==> src/rtl/regs_wb_arbiter.sv <==
// Register-file write-port arbiter between the fixed-latency ALU writeback and a
// buffered LSU handshake source, with starvation hold and decode hazard detection.
module regs_wb_arbiter #(
    parameter int XLEN       = 64,
    parameter int AW         = 5,
    parameter int BUF_DEPTH  = 2,
    parameter int STARVE_MAX = 4
) (
    input  logic            clk_i,
    input  logic            rst_i,
    input  logic            alu_wen_i,
    input  logic [AW-1:0]   alu_waddr_i,
    input  logic [XLEN-1:0] alu_wdata_i,
    output logic            alu_hold_o,
    input  logic            lsu_valid_i,
    input  logic [AW-1:0]   lsu_waddr_i,
    input  logic [XLEN-1:0] lsu_wdata_i,
    output logic            lsu_ready_o,
    input  logic [AW-1:0]   dec_rs1_i,
    input  logic [AW-1:0]   dec_rs2_i,
    input  logic [AW-1:0]   dec_rd_i,
    output logic            hazard_o,
    output logic            reg_wen_o,
    output logic [AW-1:0]   reg_waddr_o,
    output logic [XLEN-1:0] reg_wdata_o
);

    localparam int PW = (BUF_DEPTH > 1) ? $clog2(BUF_DEPTH) : 1;
    localparam int CW = $clog2(BUF_DEPTH + 1);
    localparam int SW = $clog2(STARVE_MAX + 1);
    localparam logic [CW-1:0] DEPTH_C  = CW'(BUF_DEPTH);
    localparam logic [SW-1:0] STARVE_C = SW'(STARVE_MAX);

    logic [AW-1:0]   addr_mem_r [BUF_DEPTH];
    logic [XLEN-1:0] data_mem_r [BUF_DEPTH];
    logic [PW-1:0]   rd_ptr_r, wr_ptr_r;
    logic [CW-1:0]   count_r, count_next_s;
    logic [SW-1:0]   starve_r, starve_next_s;
    logic            alu_hold_r, alu_hold_next_s;
    logic            empty_s, ready_s, push_s, pop_s, hit_s;
    logic [PW-1:0]   off_s;

    // x0 in a decode field never matches anything
    function automatic logic addr_hit(input logic [AW-1:0] a, input logic [AW-1:0] rs1,
                                      input logic [AW-1:0] rs2, input logic [AW-1:0] rd);
        return ((a == rs1) && (rs1 != {AW{1'b0}})) ||
               ((a == rs2) && (rs2 != {AW{1'b0}})) ||
               ((a == rd)  && (rd  != {AW{1'b0}}));
    endfunction

    assign empty_s     = (count_r == {CW{1'b0}});
    assign ready_s     = ~rst_i & (count_r != DEPTH_C);
    assign push_s      = lsu_valid_i & ready_s & (lsu_waddr_i != {AW{1'b0}});
    assign lsu_ready_o = ready_s;
    assign alu_hold_o  = alu_hold_r;

    // Write-port selection: starved buffer head, then ALU, then buffer head
    always_comb begin
        pop_s       = 1'b0;
        reg_wen_o   = 1'b0;
        reg_waddr_o = {AW{1'b0}};
        reg_wdata_o = {XLEN{1'b0}};
        if (rst_i) begin
            pop_s = 1'b0;
        end else if (alu_hold_r && !empty_s) begin
            pop_s       = 1'b1;
            reg_wen_o   = 1'b1;
            reg_waddr_o = addr_mem_r[rd_ptr_r];
            reg_wdata_o = data_mem_r[rd_ptr_r];
        end else if (alu_wen_i && !alu_hold_r && (alu_waddr_i != {AW{1'b0}})) begin
            reg_wen_o   = 1'b1;
            reg_waddr_o = alu_waddr_i;
            reg_wdata_o = alu_wdata_i;
        end else if (!empty_s) begin
            pop_s       = 1'b1;
            reg_wen_o   = 1'b1;
            reg_waddr_o = addr_mem_r[rd_ptr_r];
            reg_wdata_o = data_mem_r[rd_ptr_r];
        end else begin
            reg_wen_o = 1'b0;
        end
    end

    // Occupancy, starvation counter and hold next-state
    always_comb begin
        case ({push_s, pop_s})
            2'b10:   count_next_s = count_r + CW'(1);
            2'b01:   count_next_s = count_r - CW'(1);
            default: count_next_s = count_r;
        endcase
        if (empty_s || pop_s) begin
            starve_next_s = {SW{1'b0}};
        end else if (starve_r != STARVE_C) begin
            starve_next_s = starve_r + SW'(1);
        end else begin
            starve_next_s = starve_r;
        end
        if (alu_hold_r) begin
            alu_hold_next_s = ~pop_s;
        end else begin
            alu_hold_next_s = (starve_next_s == STARVE_C);
        end
    end

    // Hazard: occupied slots lie within count_r entries of the read pointer
    always_comb begin
        off_s = {PW{1'b0}};
        hit_s = lsu_valid_i & addr_hit(lsu_waddr_i, dec_rs1_i, dec_rs2_i, dec_rd_i);
        for (int i = 0; i < BUF_DEPTH; i++) begin
            off_s = PW'(i) - rd_ptr_r;
            hit_s = hit_s | ((CW'(off_s) < count_r) &&
                             addr_hit(addr_mem_r[i], dec_rs1_i, dec_rs2_i, dec_rd_i));
        end
        hazard_o = ~rst_i & hit_s;
    end

    // Control state; reset discards every buffered entry
    always_ff @(posedge clk_i) begin
        if (rst_i) begin
            rd_ptr_r   <= {PW{1'b0}};
            wr_ptr_r   <= {PW{1'b0}};
            count_r    <= {CW{1'b0}};
            starve_r   <= {SW{1'b0}};
            alu_hold_r <= 1'b0;
        end else begin
            if (push_s) begin
                wr_ptr_r <= wr_ptr_r + PW'(1);
            end
            if (pop_s) begin
                rd_ptr_r <= rd_ptr_r + PW'(1);
            end
            count_r    <= count_next_s;
            starve_r   <= starve_next_s;
            alu_hold_r <= alu_hold_next_s;
        end
    end

    // Buffer storage; contents are qualified by count_r so it needs no reset
    always_ff @(posedge clk_i) begin
        if (push_s) begin
            addr_mem_r[wr_ptr_r] <= lsu_waddr_i;
            data_mem_r[wr_ptr_r] <= lsu_wdata_i;
        end
    end

endmodule

==> config.mk <==
export PLATFORM = sky130hd
export DESIGN_NAME = regs_wb_arbiter
export DESIGN_NICKNAME = d
export VERILOG_FILES = /design/src/rtl/regs_wb_arbiter.sv
export SDC_FILE = /design/constraint.sdc
export NUM_CORES = 1
export LEC_CHECK = 0
export CORE_ASPECT_RATIO = 1.75
export CORE_UTILIZATION = 40
export DETAILED_ROUTE_END_ITERATION = 8
export PLACE_DENSITY = 0.82
export SYNTH_ARGS = -nofsm -noshare
export SYNTH_HDL_FRONTEND = slang
export SYNTH_SLANG_ARGS = --single-unit
==> constraint.sdc <==
create_clock -name clk_i -period 8.44 [get_ports clk_i]
set_input_delay 2.532 -clock clk_i [delete_from_list [all_inputs] [get_ports clk_i]]
set_output_delay 2.532 -clock clk_i [all_outputs]
set_load 0.01 [all_outputs]
=== Word-level counts from Yosys, hierarchy flattened ===
Memories as Yosys holds them, arrays and structs flattened. A register that Yosys moved wholly into a read port is not among the register bits.
Cells that the tools add are included.

* Muxes and demuxes: 25
* $add $sub $neg: 7
* Bitwise operators: 9
* Equal/unequal tests: 14
* Reductions and logical operators: 30
* Order comparisons: 2

{| class="wikitable"
|+ Operators by type and width
! cell !! count
|-
| 64-bit two-way mux || 4
|-
| 5-bit equality test || 9
|-
| 5-bit nonzero test || 5
|-
| 5-bit two-way mux || 4
|-
| 1-bit logical AND || 14
|-
| 1-bit two-way mux || 14
|-
| 1-bit logical OR || 7
|-
| 3-bit two-way mux || 2
|-
| 1-bit bitwise AND || 5
|-
| 1-bit by 2-bit < comparator with 1-bit output || 2
|-
| 2-bit one-hot mux with 2 select lines || 1
|-
| 3-bit by 1-bit adder with 3-bit output (second input constant) || 1
|-
| 3-bit equality test (second input constant) || 1
|-
| 3-bit inequality test (second input constant) || 1
|-
| 1-bit adder (second input constant) || 2
|-
| 2-bit by 1-bit adder with 2-bit output (second input constant) || 1
|-
| 2-bit by 1-bit equality test with 1-bit output (second input constant) || 1
|-
| 2-bit equality test (second input constant) || 1
|-
| 1-bit zero test || 2
|-
| 2-bit zero test || 1
|-
| 2-bit inequality test (second input constant) || 1
|-
| 1-bit inverter || 2
|-
| 1-bit bitwise OR || 2
|-
| 2-bit nonzero test || 1
|-
| 2 further kinds || 3
|}

* Output and inout port bits: 73
* Bits in registers: 8
* Bits in writable memories: 138
* Word-level logic and storage cells: 94
* Input port bits: 157
* Memories kept: 2

{| class="wikitable"
|+ Memory list
! memory !! words !! bits a word !! read ports !! clocked after memory_dff !! wr ports !! RTL line !! text
|-
| data_mem_r || 2 || 64 || 1 || 1 || 1 || 35 || <nowiki>logic [XLEN-1:0] data_mem_r [BUF_DEPTH];</nowiki>
|-
| addr_mem_r || 2 || 5 || 3 || 1 || 1 || 34 || <nowiki>logic [AW-1:0] addr_mem_r [BUF_DEPTH];</nowiki>
|}

=== Logic depth before layout (Yosys ltp) ===
* Depth in word-level cells: 10
* Gate-level depth with buffers: 10
* Depth with buffers taken out: 8

=== Worst setup path after synthesis ===
OpenSTA, ideal clock, no wires.

* Path kind: input to register
* Start point: input port rst_i
* End point: memory addr_mem_r[0][0] (enable)
* Setup time: 0.497 ns
* Path buffers: 0
* Arrival time: 5.914 ns
* Cell stages on the path: 3
* Setup slack: 2.029 ns
* Cell sequence: a21oi_1 o211ai_2 nor2_1

* Word-level cells in the longest chain between the ends: 6

{| class="wikitable"
|+ Ends and longest elaborated chain
! element !! RTL line !! text
|-
| start: declaration || 10 || <nowiki>input logic rst_i,</nowiki>
|-
| 1-bit inverter || 52 || <nowiki>assign ready_s = ~rst_i & (count_r != DEPTH_C);</nowiki>
|-
| 1-bit bitwise AND || 52 ||
|-
| 1-bit bitwise AND (2 in series) || 53 || <nowiki>assign push_s = lsu_valid_i & ready_s & (lsu_waddr_i != {AW{1'b0}});</nowiki>
|-
| 1-bit two-way mux || 140 || <nowiki>if (push_s) begin</nowiki>
|-
| 1-bit two-way mux (implied by the code) || 141 || <nowiki>addr_mem_r[wr_ptr_r] <= lsu_waddr_i;</nowiki>
|-
| end: declaration || 34 ||
|}

Every way passes these cells.

=== Worst setup path in the final report ===
* Start point: input port alu_waddr_i[1]
* End point: output port reg_wdata_o[28]

* Word-level cells in the longest chain between the ends: 5

{| class="wikitable"
|+ Ends and longest elaborated chain
! element !! RTL line !! text
|-
| start: declaration || 12 || <nowiki>input logic [AW-1:0] alu_waddr_i,</nowiki>
|-
| 5-bit nonzero test || 70 || <nowiki>end else if (alu_wen_i && !alu_hold_r && (alu_waddr_i != {AW{1'b0}})) begin</nowiki>
|-
| 1-bit logical AND || 70 ||
|-
| 64-bit two-way mux || 70 ||
|-
| 64-bit two-way mux || 65 || <nowiki>end else if (alu_hold_r && !empty_s) begin</nowiki>
|-
| 64-bit two-way mux || 63 || <nowiki>if (rst_i) begin</nowiki>
|-
| end: declaration || 25 || <nowiki>output logic [XLEN-1:0] reg_wdata_o</nowiki>
|}

Every way passes these cells.

==> qor.log <==
INFO  cells_and_area fillers=1242
INFO  sta            slew_viol_final=0
INFO  placement      placement.io_buffers=229
INFO  sta            setup_viol_count_final=0
INFO  sta            slew_headroom=0.4524
INFO  pwr            power_per_standard_cell_area=205.2mW/mm2
INFO  worst_setup_path timing.reg2reg.worst_path_depth=5
INFO  placement      place_hpwl=12620um
INFO  cells_and_area net_count_final=897
INFO  yosys          yosys.cell_types.count=29
INFO  grt            antenna_found_initial=2
INFO  sta            worst_clock_skew=8.825ps
INFO  floorplanning  pin_count=230
INFO  run            timing.max_cap.violations=0
INFO  cts            cts_htree_levels=4
INFO  worst_setup_path critical_path_peak_fanout=29
INFO  yosys          yosys_warnings=0
INFO  sta            worstMarginPinSlew=821.5ps
INFO  sta            finalSetupTns=0ps
INFO  cts            clkSlewWorstSetupHoldPaths=60ps
INFO  floorplanning  die_height=172.2um
INFO  worst_setup_path reg2reg_from=count_r[0]$_SDFFE_PP0P_
INFO  floorplanning  start_util=0.4130
INFO  sta            unrepaired_setup_endpoints_after_global_routing=false
INFO  worst_setup_path worst_setup_path_end_kind=primary output
INFO  placement      dpl_worst_slack=653.7ps
INFO  cts            cts-root-buf=sky130_fd_sc_hd__clkbuf_16
INFO  cts            tritoncts_num_sinks=147
INFO  placement      gp_congestion=0.8925
INFO  worst_setup_path crit_slowest_cell=sky130_fd_sc_hd__clkdlybuf4s50_1
INFO  route          drc_errors=0
INFO  cts            postCtsSetupBuffers=0
INFO  worst_setup_path max_stage_delay=580ps
INFO  cts            ctsHoldBuffers=0
INFO  cells_and_area finalNonFillerCells=939
INFO  cts            clock_tree.buffer_depth=2
INFO  worst_setup_path startpoint=alu_waddr_i[1]
INFO  cts            insertion_delay=410ps
INFO  worst_setup_path critical_path.n_buffers_inverters=3
INFO  outcome        outcome=finished, final reports clean
INFO  floorplanning  fp-row-count=61
INFO  yosys          post_synth.cell_area_avg=13.08um2
INFO  worst_setup_path crit_arrival=5290ps
INFO  route          pre_antenna_drt_iters=4
INFO  cells_and_area finalInstanceArea=0.009784mm2
INFO  worst_setup_path cp-start-kind=primary input
INFO  route          vias_per_cell=5.262
INFO  route          routed_wl=17260um
INFO  worst_setup_path worstSetupPathType=in2out
INFO  pwr            fin_total_pwr=2.008mW
INFO  sta            postLayoutSetupSlackWorst=621.4ps
INFO  hold_path      min_from=alu_hold_o$_SDFF_PP0_
INFO  route          routed_wire_length_per_instance=18.38um
INFO  route          number_of_nets_still_failing_antenna_checks_after_routing=0
INFO  worst_setup_path critical-path-top-cell-by-count=sky130_fd_sc_hd__clkdlybuf4s50_1
INFO  worst_setup_path crit_path_cell_trace=clkdlybuf4s50_1 > or4_4 > o21ai_4 > nand2_2 > buf_4 > o21ai_1 > clkdlybuf4s50_1
INFO  cells_and_area share_of_final_layout_standard_cells_stronger_than_drive_strength_1=0.05874
INFO  yosys          netlist_area_before_placement=0.006619mm2
INFO  worst_setup_path path_depth=7
INFO  cts            total_clock_buffers_created_by_cts=17
INFO  sta            hold_violations=0
INFO  grt            globalRouteOverflowTotal=0
INFO  sta            period_needed=7819ps
INFO  hold_path      worst_hold_path_type=reg2reg
INFO  cts            post_cts_resize_count=0
INFO  yosys          post_synth_inst_count=506
INFO  yosys          syn_nets=666
INFO  cts            cts_tree=built
INFO  sta            max_freq=127.9MHz
INFO  route          via_count=4941
INFO  pwr            p_leak=3.222nW
INFO  worst_setup_path critical_path.top_delay_family=buffers and inverters
INFO  grt            number_of_global_route_vias_before_repair=5227
INFO  sta            min_period_over_period=0.9264
INFO  floorplanning  die-width=99.24um
INFO  hold_path      whs_path_depth=2
INFO  grt            global_route.usage.total=0.2012
INFO  floorplanning  design.die.area=0.01709mm2
INFO  grt            grt_start_max_net_pins=50
INFO  pwr            irDropWorstVdd=0.1404mV
INFO  yosys          synthesis_stage_register_bit_count=147
INFO  floorplanning  core_region_area=0.01603mm2
INFO  route          drt_first_iter_violations=250
INFO  yosys          ys_seq_area_frac=0.6533
INFO  grt            grt_pass1_wl=25560um
INFO  placement      post_place_cells=907
INFO  placement      placed_area=0.009123mm2
INFO  worst_setup_path worst-endpoint-required=5910ps
INFO  cells_and_area area_growth_syn_to_layout=47.83%
## cell families after synthesis
family / count (synthesis) / synth area share
AO/OA/AOI/OAI: 83 / 0.06749
adder cells (fa/ha/maj): 3 / 0.005672
buffers and inverters: 32 / 0.02212
flip-flops: 147 / 0.6533
XOR/XNOR: 49 / 0.06484
multiplexers: 71 / 0.1074
AND/OR/NAND/NOR: 121 / 0.07921
## registers in the layout (all words and copies together), names as in the netlist, named ones only
signal      count
wr_ptr_r        1
data_mem_r    128
alu_hold_o      1
count_r         2
starve_r        3
rd_ptr_r        1
addr_mem_r     10
## layout make-up
type                    instances  area, um2  area share
diodes                          1      2.502   0.0002558
well taps                     189      236.5     0.02417
repair buffers                236       2357      0.2409
clock buffers                  19      432.9     0.04425
multi-input cells             327       2171      0.2219
inverters                       8      30.03    0.003069
clock inverters                12      226.5     0.02315
flip-flops and latches        147       4328      0.4423
## layer usage
| layer | routed length (um) | part of all wire | global-route usage | vias up |
|---|---|---|---|---|
| li1 | - | - | - | 2317 |
| met1 | 6018 | 0.35 | 0.2006 | 2358 |
| met4 | 751 | 0.044 | 0.1164 | 0 |
| met3 | 1021 | 0.059 | 0.05174 | 54 |
| met2 | 9466 | 0.55 | 0.3735 | 212 |
| met5 | 0 | 0 | 0 | - |
## synth_stat cells, drive strengths merged
cell type	number	area (um2)
o21ai	72	371.6
nand3	1	5.000
ha	3	37.54
edfxtp	138	4144
dfxtp	9	180.2
mux2i	71	710.7
or3	1	6.260
clkbuf	13	48.80
a21oi	7	35.03
a311oi	2	17.52
nand2	76	285.3
xor2	28	245.2
o211ai	1	12.51
nand4	9	56.30
nor2	15	58.81
xnor2	21	183.9
nor3b	1	7.510
nand2b	2	12.51
inv	8	30.03
a311o	1	10.01
buf	11	67.56
nor3	12	60.06
or4	3	26.27
nor2b	1	6.260
## through the flow
| stage | hold WS (ps) | utilization |
|---|---|---|
| 3_3_place_gp | 460.7 | 0.5692 |
| 3_5_place_dp | 482.1 | 0.5692 |
| 5_1_grt | 514.3 | 0.6105 |
| 4_1_cts | 490.1 | 0.6103 |
| 2_1_floorplan | 488.4 | - |
| 6_report | 492.3 | 0.6105 |
## placed cells by master, fill, tap and decap left out, types with 6 or more instances in the layout
cell and instances:
sky130_fd_sc_hd__a21oi_1 7, sky130_fd_sc_hd__buf_4 6, sky130_fd_sc_hd__bufinv_16 6, sky130_fd_sc_hd__clkbuf_16 17, sky130_fd_sc_hd__clkdlybuf4s50_1 229, sky130_fd_sc_hd__dfxtp_1 8
sky130_fd_sc_hd__edfxtp_1 138, sky130_fd_sc_hd__inv_1 8, sky130_fd_sc_hd__mux2i_1 71, sky130_fd_sc_hd__nand2_1 75, sky130_fd_sc_hd__nand4_1 9, sky130_fd_sc_hd__nor2_1 12
sky130_fd_sc_hd__nor3_1 12, sky130_fd_sc_hd__o21ai_1 69, sky130_fd_sc_hd__xnor2_1 21, sky130_fd_sc_hd__xor2_1 28
## tightest hold or removal path, stage by stage (launching register included)
cell	delay (ps)
sky130_fd_sc_hd__dfxtp_1	330
sky130_fd_sc_hd__nand2_1	60
sky130_fd_sc_hd__a21oi_1	60
## path summary, 6_finish.rpt
| path | to | slack [ps] |
|---|---|---|
| hold / removal | alu_hold_o$_SDFF_PP0_ | 490 |
| setup / recovery | reg_wdata_o[28] | 620 |
| hold reg to reg | alu_hold_o$_SDFF_PP0_ | 490 |
| setup reg to reg | data_mem_r[0][58]$_DFFE_PP_ | 5690 |
## where the power goes
group | switching (mW) | internal [mW]
sequential | 0.0206 | 0.835
combinational | 0.145 | 0.172
clock | 0.281 | 0.555
total | 0.446 | 1.56
(Power assumes the default switching activity.)
